### src/rtl/dizy_keystream_ctrl_if.sv
// Request, core-control and keystream signals of the DIZY keystream sequencer.
// Latency: none (wires only).
// Backpressure: ks_valid/ks_ready handshake on the keystream side.
interface dizy_keystream_ctrl_if #(
  parameter int SIZE_STATE = 128,
  parameter int SIZE_KEY   = 80,
  parameter int SIZE_OUT   = 64,
  parameter int CNT_W      = 16
);
  // system-side request
  logic                  start;
  logic                  abort;
  logic [SIZE_KEY-1:0]   key_in;
  logic [SIZE_KEY-1:0]   iv_in;
  logic [CNT_W-1:0]      num_blocks;
  logic                  busy;
  logic                  done;
  // core control
  logic                  core_load;
  logic                  core_next;
  logic [SIZE_KEY-1:0]   core_key;
  logic [SIZE_STATE-1:0] core_state;
  // keystream output
  logic [SIZE_OUT-1:0]   ks_data;
  logic                  ks_valid;
  logic                  ks_ready;

  // sequencer side
  modport slave (
    input  start, abort, key_in, iv_in, num_blocks, core_state, ks_ready,
    output core_load, core_next, core_key, ks_data, ks_valid, busy, done
  );

  // requester / core / consumer side
  modport master (
    output start, abort, key_in, iv_in, num_blocks, core_state, ks_ready,
    input  core_load, core_next, core_key, ks_data, ks_valid, busy, done
  );
endinterface

### src/rtl/dizy_keystream_ctrl.sv
// Sequencer for an unrolled DIZY core: key load, IV injection, warm-up, then keystream.
// Latency: first word 3+INIT_ITER cycles after an accepted start; then one word per cycle.
// Backpressure: core only advances on a ks_valid&&ks_ready fire, so ks_data holds while stalled.
module dizy_keystream_ctrl #(
  parameter int SIZE_STATE = 128,
  parameter int SIZE_KEY   = 80,
  parameter int SIZE_OUT   = 64,
  parameter int INIT_ITER  = 4,
  parameter int CNT_W      = 16
) (
  input logic                  clk,
  input logic                  rst,
  dizy_keystream_ctrl_if.slave bus
);

  localparam int WW = (INIT_ITER > 0) ? $clog2(INIT_ITER + 1) : 1;

  typedef enum logic [2:0] {
    IDLE    = 3'd0,
    LOAD_K  = 3'd1,
    LOAD_IV = 3'd2,
    WARMUP  = 3'd3,
    STREAM  = 3'd4
  } state_t;

  state_t              state_q, state_d;
  logic [SIZE_KEY-1:0] key_q, key_d;
  logic [SIZE_KEY-1:0] iv_q, iv_d;
  logic [CNT_W-1:0]    rem_q, rem_d;
  logic [WW-1:0]       warm_q, warm_d;
  logic                done_q, done_d;

  logic                fire;
  logic                unused_state_bits;

  // Low core-state bits are not part of the keystream word.
  assign unused_state_bits = ^bus.core_state[SIZE_STATE-SIZE_OUT-1:0];

  assign fire = (state_q == STREAM) && bus.ks_ready;

  // State and capture registers; reset clears everything.
  always_ff @(posedge clk or posedge rst) begin
    if (rst) begin
      state_q <= IDLE;
      key_q   <= '0;
      iv_q    <= '0;
      rem_q   <= '0;
      warm_q  <= '0;
      done_q  <= 1'b0;
    end else begin
      state_q <= state_d;
      key_q   <= key_d;
      iv_q    <= iv_d;
      rem_q   <= rem_d;
      warm_q  <= warm_d;
      done_q  <= done_d;
    end
  end

  // Next-state logic; a zero block count finishes straight out of initialisation.
  always_comb begin
    state_d = state_q;
    key_d   = key_q;
    iv_d    = iv_q;
    rem_d   = rem_q;
    warm_d  = warm_q;
    done_d  = 1'b0;

    case (state_q)
      IDLE: begin
        if (bus.start && !bus.abort) begin
          key_d   = bus.key_in;
          iv_d    = bus.iv_in;
          rem_d   = bus.num_blocks;
          state_d = LOAD_K;
        end
      end
      LOAD_K: begin
        state_d = LOAD_IV;
      end
      LOAD_IV: begin
        if (INIT_ITER > 0) begin
          warm_d  = WW'(INIT_ITER);
          state_d = WARMUP;
        end else if (rem_q == '0) begin
          state_d = IDLE;
          done_d  = 1'b1;
        end else begin
          state_d = STREAM;
        end
      end
      WARMUP: begin
        warm_d = warm_q - WW'(1);
        if (warm_q == WW'(1)) begin
          if (rem_q == '0) begin
            state_d = IDLE;
            done_d  = 1'b1;
          end else begin
            state_d = STREAM;
          end
        end
      end
      STREAM: begin
        if (fire) begin
          rem_d = rem_q - CNT_W'(1);
          if (rem_q == CNT_W'(1)) begin
            state_d = IDLE;
            done_d  = 1'b1;
          end
        end
      end
      default: begin
        state_d = IDLE;
      end
    endcase

    // Cancel wins over everything, including a same-cycle start, and suppresses done.
    if (bus.abort) begin
      state_d = IDLE;
      done_d  = 1'b0;
    end
  end

  // Core strobes and key bus; core_next in STREAM is the single Mealy path via ks_ready.
  always_comb begin
    bus.core_load = 1'b0;
    bus.core_next = 1'b0;
    bus.core_key  = '0;
    bus.ks_valid  = 1'b0;
    case (state_q)
      LOAD_K: begin
        bus.core_load = 1'b1;
        bus.core_key  = key_q;
      end
      LOAD_IV: begin
        bus.core_next = 1'b1;
        bus.core_key  = iv_q;
      end
      WARMUP: begin
        bus.core_next = 1'b1;
      end
      STREAM: begin
        bus.ks_valid  = 1'b1;
        bus.core_next = fire && (rem_q != CNT_W'(1));
      end
      default: begin
        bus.core_load = 1'b0;
      end
    endcase
  end

  assign bus.ks_data = bus.core_state[SIZE_STATE-1 -: SIZE_OUT];
  assign bus.busy    = (state_q != IDLE);
  assign bus.done    = done_q;

endmodule

### src/flat_wrapper.sv
// flat-port wrapper written by rule: the top's interface ports become plain ports
module dizy_keystream_ctrl_flat 
#(
  parameter int SIZE_STATE = 128,
  parameter int SIZE_KEY   = 80,
  parameter int SIZE_OUT   = 64,
  parameter int INIT_ITER  = 4,
  parameter int CNT_W      = 16
)
  (clk, rst, bus_start, bus_abort, bus_key_in, bus_iv_in, bus_num_blocks, bus_core_state, bus_ks_ready, bus_core_load, bus_core_next, bus_core_key, bus_ks_data, bus_ks_valid, bus_busy, bus_done);
  dizy_keystream_ctrl_if #(.SIZE_STATE(SIZE_STATE), .SIZE_KEY(SIZE_KEY), .SIZE_OUT(SIZE_OUT), .CNT_W(CNT_W)) bus_i ();
  input logic clk;
  input logic rst;
  input wire logic [$bits(bus_i.start)-1:0] bus_start;
  input wire logic [$bits(bus_i.abort)-1:0] bus_abort;
  input wire logic [$bits(bus_i.key_in)-1:0] bus_key_in;
  input wire logic [$bits(bus_i.iv_in)-1:0] bus_iv_in;
  input wire logic [$bits(bus_i.num_blocks)-1:0] bus_num_blocks;
  input wire logic [$bits(bus_i.core_state)-1:0] bus_core_state;
  input wire logic [$bits(bus_i.ks_ready)-1:0] bus_ks_ready;
  output wire logic [$bits(bus_i.core_load)-1:0] bus_core_load;
  output wire logic [$bits(bus_i.core_next)-1:0] bus_core_next;
  output wire logic [$bits(bus_i.core_key)-1:0] bus_core_key;
  output wire logic [$bits(bus_i.ks_data)-1:0] bus_ks_data;
  output wire logic [$bits(bus_i.ks_valid)-1:0] bus_ks_valid;
  output wire logic [$bits(bus_i.busy)-1:0] bus_busy;
  output wire logic [$bits(bus_i.done)-1:0] bus_done;
  assign bus_i.start = bus_start;
  assign bus_i.abort = bus_abort;
  assign bus_i.key_in = bus_key_in;
  assign bus_i.iv_in = bus_iv_in;
  assign bus_i.num_blocks = bus_num_blocks;
  assign bus_i.core_state = bus_core_state;
  assign bus_i.ks_ready = bus_ks_ready;
  assign bus_core_load = bus_i.core_load;
  assign bus_core_next = bus_i.core_next;
  assign bus_core_key = bus_i.core_key;
  assign bus_ks_data = bus_i.ks_data;
  assign bus_ks_valid = bus_i.ks_valid;
  assign bus_busy = bus_i.busy;
  assign bus_done = bus_i.done;
  dizy_keystream_ctrl #(.SIZE_STATE(SIZE_STATE), .SIZE_KEY(SIZE_KEY), .SIZE_OUT(SIZE_OUT), .INIT_ITER(INIT_ITER), .CNT_W(CNT_W)) u_core (.clk(clk), .rst(rst), .bus(bus_i));
endmodule
### config.mk
export PLATFORM = sky130hd
export DESIGN_NAME = dizy_keystream_ctrl_flat
export DESIGN_NICKNAME = d
export VERILOG_FILES = /design/src/rtl/dizy_keystream_ctrl_if.sv /design/src/rtl/dizy_keystream_ctrl.sv /design/src/flat_wrapper.sv
export SDC_FILE = /design/constraint.sdc
export NUM_CORES = 1
export LEC_CHECK = 0
export BUFFER_PORTS_ARGS = -buffer_cell sky130_fd_sc_hd__buf_2
export CAP_MARGIN = 20
export CORE_AREA = 2 2 180 182
export CTS_CLUSTER_DIAMETER = 80
export CTS_CLUSTER_SIZE = 28
export DETAILED_ROUTE_END_ITERATION = 10
export DIE_AREA = 0 0 182 184
export PLACE_DENSITY = 0.51
export SLEW_MARGIN = 20
export SYNTH_ARGS = -nofsm -noshare
export SYNTH_HDL_FRONTEND = slang
export SYNTH_SLANG_ARGS = --single-unit
### constraint.sdc
create_clock -name clk -period 12.2 [get_ports clk]
set_input_delay 1.83 -clock clk [delete_from_list [all_inputs] [get_ports clk]]
set_output_delay 1.83 -clock clk [all_outputs]
set_load 0.01 [all_outputs]
Yosys cells after proc, flatten, opt, wreduce, memory -nomap -nowiden
Cells that the tools add are included.
{"block": "word_totals", "reg_bits": 183, "in_bits": 309, "output_inout_bits": 149}
{"block": "classes", "n_addsub": 2, "eq_ne": 13, "mux": 21, "reduce_logical": 13}
{"op": "$pmux W80 S2", "n": 1}
{"op": "$mux W16", "n": 2}
{"op": "$pmux W16 S2", "n": 1}
{"op": "$mux W3", "n": 6}
{"op": "$eq A16 B1 Y1 const B", "n": 1}
{"op": "$logic_not A16 Y1", "n": 1}
{"op": "$ne A16 B1 Y1 const B", "n": 1}
{"op": "$sub A16 B1 Y16 const B", "n": 1}
{"op": "$pmux W3 S5", "n": 1}
{"op": "$ne A3 B2 Y1 const B", "n": 3}
{"op": "$mux W1", "n": 7}
{"op": "$eq A3 B1 Y1 const B", "n": 2}
{"op": "$eq A3 B2 Y1 const B", "n": 2}
{"op": "$pmux W3 S2", "n": 1}
{"op": "$ne A2 B1 Y1 const B", "n": 2}
{"op": "$pmux W1 S2", "n": 2}
{"op": "$reduce_and A4 Y1", "n": 1}
{"op": "$reduce_bool A2 Y1", "n": 2}
{"op": "$eq A3 B3 Y1 const B", "n": 1}
{"op": "$logic_and A1 B1 Y1", "n": 3}
{"op": "$logic_not A3 Y1", "n": 1}
{"op": "$ne A3 B3 Y1 const B", "n": 1}
{"op": "$reduce_and A3 Y1", "n": 1}
{"op": "$reduce_bool A3 Y1", "n": 1}
{"op": "4 further kinds", "n": 4}

Longest topological paths before layout
{"block": "depth", "depth_word": 5, "ltp_mapped": 8}

Worst setup path before layout
No wires, ideal clock.
{"block": "synth_timing", "path_type": "in2out", "from": "input bus_ks_ready", "to": "output bus_core_next", "arrival_ns": 2.173, "required_ns": 10.370, "slack_ns": 8.197, "path_stages": 2, "path_buffers": 0, "path_cell_list": "nand2_1 -> o21ai_0"}
{"block": "synth_via", "elab_chain_len": 3}
{"item": "start: declaration", "line_no": "flat_wrapper.sv:20", "source": "input wire logic [$bits(bus_i.ks_ready)-1:0] bus_ks_ready;"}
{"item": "$logic_and A1 B1 Y1", "line_no": "dizy_keystream_ctrl.sv:39", "source": "assign fire = (state_q == STREAM) && bus.ks_ready;"}
{"item": "$logic_and A1 B1 Y1", "line_no": "dizy_keystream_ctrl.sv:144", "source": "bus.core_next = fire && (rem_q != CNT_W'(1));"}
{"item": "$pmux W1 S2", "line_no": "dizy_keystream_ctrl.sv:130", "source": "case (state_q)"}
{"item": "end: declaration", "line_no": "flat_wrapper.sv:22", "source": "output wire logic [$bits(bus_i.core_next)-1:0] bus_core_next;"}
Every way passes these cells.

Worst setup path after layout
{"block": "layout_timing", "from": "register u_core.state_q[2]", "to": "output bus_core_key[19]"}
{"block": "layout_via", "elab_chain_len": 2, "elab_cells_between_ends": 3, "cone_classes": "2 x eq/ne; 1 x mux"}
{"item": "start: declaration", "line_no": "dizy_keystream_ctrl.sv:26", "source": "state_t state_q, state_d;"}
{"item": "start signal: assignment", "line_no": "dizy_keystream_ctrl.sv:51", "source": "state_q <= state_d;"}
{"item": "$eq A3 B2 Y1 / $eq A3 B1 Y1 (equally long branches)", "line_no": "dizy_keystream_ctrl.sv:130"}
{"item": "$pmux W80 S2 *", "line_no": "dizy_keystream_ctrl.sv:130"}
{"item": "end: declaration", "line_no": "flat_wrapper.sv:23", "source": "output wire logic [$bits(bus_i.core_key)-1:0] bus_core_key;"}
Mark *: on every way between the ends. The rest lies on a longest branch, timed or not.

==> flow_summary.json <==
{
  "post_cts_buffers": 0,
  "hold_path_depth": 1,
  "design_area_um2": 10500,
  "period_minus_slack_ps": 4990,
  "criticalPathCategory": "flop to output pin",
  "syn-cell-area_um2": 8640,
  "area_delta_synth_final_pct": 21.2,
  "die_y_um": 184,
  "rsz0062_at_grt": "no",
  "grt_use_total_pct": 13.4,
  "hold_viol_final": 0,
  "cts_root_buffer": "clkbuf_16",
  "nNetsFinal": 1175,
  "p_clk_share_pct": 31.5,
  "num_rows": 65,
  "cap_viol_max_count": 0,
  "drive_gt1_share_pct": 54.2,
  "io-pin-count": 458,
  "end_kind": "output pin",
  "multi_input_area_um2": 3390,
  "seqPwrFrac_pct": 47.7,
  "finClkSkew_ps": 10.9,
  "clock_sinks": 183,
  "synth_cell_types": 45,
  "htree_levels": 4,
  "globalRouteOverflowTotal": 0,
  "p_int_w": 0.00123,
  "ys.flop_type": "dfrtp_1",
  "fillers": 3221,
  "hpwl_mm": 15.2,
  "clk_pin_slew_ps": 80,
  "grt_antenna_before_repair": 5,
  "fp.coreArea_um2": 31400,
  "wirelength_mm": 22.5,
  "setup_viol": 0,
  "dr.pass1.iters": 4,
  "slew_viol_final": 0,
  "p_per_area_nw_per_um2": 167,
  "p_leak_nw": 4.89,
  "drc_errors": 0,
  "clk_latency_ps": 440,
  "grt_max_degree": 121,
  "via_per_inst": 4.70,
  "yosysTopAreaCell": "dfrtp_1",
  "synthCells": 682,
  "ys_seq_area_share_pct": 53.0,
  "outcome": "finished, final reports clean",
  "grt_pass1_wl_mm": 34.8,
  "die_w_um": 182,
  "worstHoldPathType": "flop to flop",
  "dieArea_um2": 33500,
  "comb_power_share_pct": 20.8,
  "wl_per_cell_um": 17.6,
  "rr_worst_depth": 5,
  "power.net_switching_w": 0.000522,
  "synth_area_leaders": "dfrtp_1 53%, mux2_2 21%, a22o_1 8.1%, buf_4 5.6%, o21ai_0 1.3%",
  "tightestPinTransition_ps": 1050,
  "regArea_um2": 4580,
  "io_buffer_count": 265,
  "synth_top_area_share_pct": 53.0,
  "vias": 6015,
  "cts.path.max_buffers": 2,
  "placed_area_um2": 9870,
  "ant_nets": 0,
  "async_reset_ff_share_pct": 100,
  "fmax_mhz": 200,
  "synth-seq-cells": 183,
  "cts_hold_buf": 0,
  "ir_drop_uv": 95.1,
  "cts_buffers": 17,
  "cts_tree": "built",
  "power.share.switching_pct": 29.8,
  "post_cts_resized": 0,
  "cp_max_fo": 46,
  "min_period_over_period_pct": 40.9,
  "required_ps": 10370,
  "synthesis.nets": 995,
  "grt_pass1_vias": 6276,
  "drtIter0Drc": 280,
  "yosysWarnings": 0,
  "place_congestion": 0.747,
  "finalSetupTns_ps": 0,
  "relSlewSlack_pct": 29.7,
  "arrival_ps": 3160,
  "syn_avg_cell_area_um2": 12.7,
  "synth_edf_count": 0,
  "start_util_pct": 27.5,
  "startpoint_type": "flop"
}
## worst paths after layout
kind	startpoint	endpoint	slack (ps)
max	u_core.state_q[2]	bus_core_key[19]	7210
min	u_core.key_q[40]	u_core.key_q[40]	510
max reg2reg	u_core.state_q[2]	u_core.state_q[2]	9460
min reg2reg	u_core.key_q[40]	u_core.key_q[40]	510
max in group asynchronous	rst	u_core.iv_q[23]	9190
min in group asynchronous	rst	u_core.iv_q[3]	1530
## per-layer routing
layer,routed length [um],up-vias,GRT usage [%]
li1,-,2796,-
met1,9450,2971,15.9
met2,10600,189,21.3
met3,1850,53,5.61
met4,628,6,5.52
met5,32,-,0
## power groups by stage
stage                     logic (W)  registers, W  clock network (W)
final                      0.000365      0.000836           0.000553
after CTS                  0.000372      0.000836           0.000575
after detailed placement   0.000371      0.000848                  0
after global placement     0.000366      0.000842                  0
after floorplan            0.000284      0.000821                  0
after global routing       0.000403      0.000858           0.000604
## per-stage QoR
stage / setup slack, ps / hold WS, ps / total power, W / std cells / utilization, %
after global placement: 7590 / 487 / 0.00121 / 1245 / 31.4
final: 7210 / 507 / 0.00175 / 1279 / 33.4
after floorplan: 5400 / 477 / 0.00110 / 682 / -
after CTS: 7090 / 510 / 0.00178 / 1277 / 33.3
after global routing: 6920 / 517 / 0.00187 / 1278 / 33.3
after detailed placement: 7590 / 493 / 0.00122 / 1245 / 31.4
## logic make-up after synthesis
kind of cell | Yosys count | share of synthesized area (%)
AO/OA/AOI/OAI | 140 | 12.4
adder cells (fa/ha/maj) | 4 | 0.579
buffers and inverters | 117 | 8.11
flip-flops | 183 | 53.0
AND/OR/NAND/NOR | 75 | 4.73
multiplexers | 163 | 21.2
## cells in the mapped netlist, types with 7 or more instances
master and number:
a21oi_1 15, a22o_1 80, buf_2 13, buf_4 65, clkbuf_1 25, dfrtp_1 183, inv_1 7, mux2_2 160
nand2_1 9, nor2_1 24, nor3_1 8, o21ai_0 22
## worst max-delay path, stage by stage (launching register included)
cell and delay, ps:
dfrtp_1 510, nand2b_1 270, nor2_4 820, buf_4 660
a22o_1 270, buf_2 160
## sequential cells by signal, indices dropped and copies added, names as in the netlist
| signal | cells |
|---|---|
| u_core.rem_q | 16 |
| u_core.iv_q | 80 |
| u_core.state_q | 3 |
| u_core.warm_q | 3 |
| u_core.key_q | 80 |
| u_core.bus.done | 1 |
## cells in the final DEF (no fill, tap or decap), types with 3 or more instances in the layout
cell / n
mux2_2: 160
dfrtp_1: 183
a22o_1: 80
ha_1: 4
inv_1: 6
clkinv_8: 4
nor4_1: 6
inv_6: 3
buf_4: 5
mux2i_1: 3
or4_4: 3
a21oi_1: 15
nor3b_1: 3
nor2_1: 23
clkbuf_16: 17
buf_2: 265
or3_1: 3
nor3_1: 8
a211oi_1: 3
nand2_1: 8
inv_8: 4
nand3_1: 4
o21ai_0: 22
clkinv_4: 4
o2bb2ai_1: 3
## layout make-up
cell class / instances / area share (%)
Inverter: 7 / 0.323
Tap cell: 402 / 4.80
Multi-Input combinational cell: 382 / 32.3
Sequential cell: 183 / 43.7
Clock buffer: 18 / 4.10
Antenna cell: 2 / 0.0478
Timing Repair Buffer: 271 / 13.1
Clock inverter: 14 / 1.53
No activity file was read; power rests on OpenSTA's default activity.
